File: src/rtl/exp_sum_accumulator.sv
// exp_sum_accumulator
// Softmax denominator stage. It sums one row of U1Q15 exponent samples into
// a 24-bit U9Q15 accumulator. At row close it converts the sum to U8Q8 with
// saturation and a floor of 0x0001. It holds the result for the log stage and
// generates a valid tag that lines up with the log stage's registered output.
module exp_sum_accumulator #(
   parameter int ROW_LEN    = 64,
   parameter int LN_LATENCY = 2,
   parameter int CNT_W      = 8
) (
   input  logic             clk,
   input  logic             rst_n,
   input  logic             in_valid,
   output logic             in_ready,
   input  logic [15:0]      in_exp_U1Q15,
   input  logic             in_last,
   output logic             out_valid,
   input  logic             out_ready,
   output logic [15:0]      x_U8Q8,
   output logic             ln_valid,
   output logic [CNT_W-1:0] row_cnt,
   output logic             len_err
);

   typedef enum logic {ACC, HOLD} state_t;

   state_t                state;
   logic [23:0]           acc;
   logic [LN_LATENCY-1:0] ln_pipe;

   logic             accept;
   logic             at_bound;
   logic             row_end;
   logic             handshake;
   logic [CNT_W-1:0] cnt_next;
   logic [23:0]      sum;
   logic [16:0]      t;
   logic [15:0]      x_next;

   // in_ready is forced low during reset so that no sample is lost while the state is being cleared.
   assign in_ready  = rst_n && (state == ACC);
   assign accept    = in_valid && in_ready;
   assign handshake = out_valid && out_ready;
   assign cnt_next  = row_cnt + 1'b1;
   assign at_bound  = (cnt_next == CNT_W'(ROW_LEN));
   assign row_end   = accept && (in_last || at_bound);

   // The sum includes the sample being accepted, so the closing sample contributes to the result.
   // 255 * 0xFFFF fits in 24 bits, so the accumulator does not wrap.
   assign sum = acc + {8'd0, in_exp_U1Q15};
   assign t   = sum[23:7];

   // U9Q8 to U8Q8 conversion. Values above 0xFFFF saturate, and zero is raised to one LSB because log(0) is undefined.
   // NOTE: x_next gets a default first, so every path assigns it and no latch is inferred.
   always_comb begin
      x_next = t[15:0];
      if (t[16])
         x_next = 16'hFFFF;
      else if (t == 17'd0)
         x_next = 16'h0001;
   end

   // Row FSM. ACC accumulates samples. HOLD presents the sum until the downstream handshake.
   // NOTE: state registers use non-blocking assignments so that every register samples the values from before the edge.
   always_ff @(posedge clk) begin
      if (!rst_n) begin
         state     <= ACC;
         acc       <= 24'd0;
         row_cnt   <= '0;
         out_valid <= 1'b0;
         x_U8Q8    <= 16'h0000;
         len_err   <= 1'b0;
      end else begin
         case (state)
            ACC: begin
               if (accept) begin
                  acc     <= sum;
                  row_cnt <= cnt_next;
                  if (row_end) begin
                     x_U8Q8    <= x_next;
                     out_valid <= 1'b1;
                     state     <= HOLD;
                     if (in_last != at_bound)
                        len_err <= 1'b1;
                  end
               end
            end
            HOLD: begin
               if (handshake) begin
                  acc       <= 24'd0;
                  row_cnt   <= '0;
                  out_valid <= 1'b0;
                  state     <= ACC;
               end
            end
            default: state <= ACC;
         endcase
      end
   end

   // Delay line that carries the handshake event forward by the log stage latency.
   always_ff @(posedge clk) begin
      if (!rst_n) begin
         ln_pipe <= '0;
      end else begin
         ln_pipe[0] <= handshake;
         for (int i = 1; i < LN_LATENCY; i++)
            ln_pipe[i] <= ln_pipe[i-1];
      end
   end

   assign ln_valid = ln_pipe[LN_LATENCY-1];

endmodule

File: config.mk
export PLATFORM = sky130hd
export DESIGN_NAME = exp_sum_accumulator
export DESIGN_NICKNAME = d
export VERILOG_FILES = /design/src/rtl/exp_sum_accumulator.sv
export SDC_FILE = /design/constraint.sdc
export NUM_CORES = 1
export LEC_CHECK = 0
export CAP_MARGIN = 5
export CORE_ASPECT_RATIO = 0.8
export CORE_MARGIN = 2
export CORE_UTILIZATION = 35
export DETAILED_ROUTE_END_ITERATION = 8
export PLACE_DENSITY = 0.54
export REMOVE_ABC_BUFFERS = 1
export SYNTH_ARGS = -nofsm -noshare
export SYNTH_HDL_FRONTEND = slang
export SYNTH_SLANG_ARGS = --single-unit
export TNS_END_PERCENT = 30
File: constraint.sdc
create_clock -name clk -period 4.28 [get_ports clk]
set_clock_uncertainty 0.2 [all_clocks]
set_input_delay 0.856 -clock clk [delete_from_list [all_inputs] [get_ports clk]]
set_output_delay 0.856 -clock clk [all_outputs]
set_load 0.05 [all_outputs]
==> flow_summary.json <==
{
  "status": "complete, no violations",
  "die_y_um": 87.1,
  "cts_setup_buffers": 0,
  "path_cells": "clkdlybuf4s50_1 -> ha_1 -> fa_1 -> a21o_1 -> a221oi_2 -> buf_4 -> o31ai_2 -> a221o_2 -> o21ai_2 -> mux2i_1 -> a211o_1 -> o41ai_2",
  "nets": 446,
  "dp.final_hpwl_um": 5440,
  "start_util_pct": 35.8,
  "slowest_stage": "fa_1",
  "startpoint_type": "input port",
  "power_leakage_nw": 1.44,
  "cts_resized": 0,
  "cts.path.max_buffers": 2,
  "required_ns": 4.29,
  "antenna_found_initial": 0,
  "setup_violations": 0,
  "via_count": 2651,
  "clk_pin_slew_ns": 0.09,
  "routed_wl_um": 7470,
  "overflow": 0,
  "synth_edf_count": 0,
  "post_drt_via_cell_ratio": 5.11,
  "cts_buffers": 5,
  "rsz0062_at_grt": "false",
  "reg2reg_slack_ns": 1.09,
  "cts_max_level": 2,
  "place_ws_ns": 0.119,
  "hold_class": "flip-flop to flip-flop",
  "tns_ns": 0,
  "seq_area_frac_synth_pct": 35.1,
  "cp.arrival_ns": 3.86,
  "numPortBuffers": 48,
  "netlist_top_cells_area": "dfxtp_1 (35%), ha_1 (7.5%), o21ai_0 (5.8%)",
  "synthMuxAreaShare_pct": 0.663,
  "synth_top_family_by_area": "compound AO/OA/AOI/OAI gates",
  "yosys.area_share.adder_pct": 8.12,
  "synth_compound_area_share_pct": 25.9,
  "area_growth_pct": 24.5,
  "antenna_cells": 0,
  "synth_xor_area_share_pct": 7.25,
  "cts_tree": "built",
  "synth-simple-area-share_pct": 20.2,
  "gp_congestion": 0.861,
  "grt_use_total_pct": 17.3,
  "cts_hold_buf": 0,
  "final_hold_viol_count": 0,
  "wl_per_cell_um": 14.4,
  "critPathBufInv": 2,
  "drc": 0,
  "syn_area_per_cell_sq_um": 8.37,
  "setup_ws_ns": 0.436,
  "rows": 30,
  "grt_pass1_wl_um": 12800,
  "layout_common_cells": "dfxtp_1 (53), clkdlybuf4s50_1 (47), nand2_1 (35), o21ai_0 (35), a21oi_1 (28)",
  "slowest_delay_ns": 0.42,
  "synth_top_area_cell": "dfxtp_1",
  "slew_headroom_pct": 48.3,
  "grt_max_degree": 30,
  "coreArea_sq_um": 8450,
  "synthDistinctLibCells": 53,
  "drv_cap": 0,
  "endpoint_kind": "flip-flop",
  "grt_pass1_vias": 2631,
  "path_class": "input port to flip-flop",
  "critPathMaxFanout": 5,
  "powerDensity_nw_per_um2": 332,
  "die_area_sq_um": 9400,
  "vdd.ir_drop.worst_uv": 152,
  "synth_top_area_share_pct": 35.1,
  "synth_area_sq_um": 3020,
  "worst_pin_slew_ns": 0.776,
  "slew_viol_final": 0,
  "max_freq_ghz": 0.260,
  "cts.sinks": 53,
  "fp.dieW_um": 108,
  "synth-seq-cells": 53,
  "clkLatencyLatePin_ns": 0.31,
  "first_iter_violations": 103,
  "drive_gt1_share_pct": 7.13,
  "crit_family": "compound AO/OA/AOI/OAI gates",
  "first_pass_iters": 4,
  "finalCriticalPeriod_ns": 3.84,
  "synthCells": 361,
  "async_flop_share_pct": 0,
  "synth_warnings": 0,
  "ys.flop_type": "dfxtp_1",
  "final_common_cell": "dfxtp_1",
  "finalCritPeriodShare_pct": 89.8,
  "antenna_left": 0,
  "root_buffer": "clkbuf_8",
  "ios": 49
}
state kept, by name (all words and copies together), names as in the netlist:
name and count:
acc 24, len_err 1, ln_pipe 2, out_valid 1
row_cnt 8, state 1, x_U8Q8 16
where the power goes:
| part | leakage [nW] | internal [mW] | switching, mW |
|---|---|---|---|
| registers | 0.432 | 0.525 | 0.0197 |
| logic | 0.957 | 0.148 | 0.214 |
| clock network | 0.0554 | 0.176 | 0.167 |
final timing paths:
kind,startpoint,endpoint,depth (start not counted)
setup / recovery,in_exp_U1Q15[0],x_U8Q8[0],12
hold / removal,ln_pipe[0],ln_pipe[1],1
setup reg to reg,acc[0],x_U8Q8[0],11
hold reg to reg,ln_pipe[0],ln_pipe[1],1
routing by layer:
metal / vias up / part of all wire (%) / global-route usage, %
met3: 4 / 4.6 / 4.11
li1: 1396 / - / -
met4: 0 / 0.71 / 3.73
met2: 52 / 42 / 26.4
met5: - / 0 / 0
met1: 1199 / 53 / 24.7
Yosys cell counts (3+ instances only):
cell type	number
dfxtp_1	53
nand2_1	35
o21ai_0	35
a21oi_1	28
nor2b_1	26
ha_1	18
clkbuf_1	17
nor2_1	17
a22oi_1	13
xor2_1	13
xnor2_1	12
nor3_1	10
nand3_1	9
a21o_1	6
and2_1	6
and3_1	6
a22o_1	3
a31oi_1	3
nand4_1	3
o211ai_1	3
final cells by class:
| class | instances | area (sq um) |
|---|---|---|
| fillers | 877 | 4680 |
| multi-input cells | 286 | 1880 |
| flip-flops and latches | 53 | 1060 |
| repair buffers | 58 | 566 |
| well taps | 112 | 140 |
| clock buffers | 6 | 72.6 |
| clock inverters | 2 | 38.8 |
| inverters | 2 | 7.51 |
kinds of logic (layout without fill, tap and decap cells):
group	Yosys count	count (layout)
simple gates	121	121
compound gates	119	119
flops	53	53
xor+xnor	25	25
buf+inv	22	68
fa+ha+maj	19	19
mux	2	2
per-stage QoR:
step                utilization [%]  power (mW)  instance area [sq um]  hold slack, ns  std cells
CTS                            44.5        1.27                   3760           0.249        519
global route                   44.5        1.34                   3760           0.278        519
finish                         44.5        1.25                   3760           0.247        519
detailed placement             43.2       0.920                   3650           0.224        511
global placement               43.2       0.918                   3650           0.224        511
floorplan                         -       0.801                   2950           0.212        341
No activity file was read; power rests on OpenSTA's default activity.
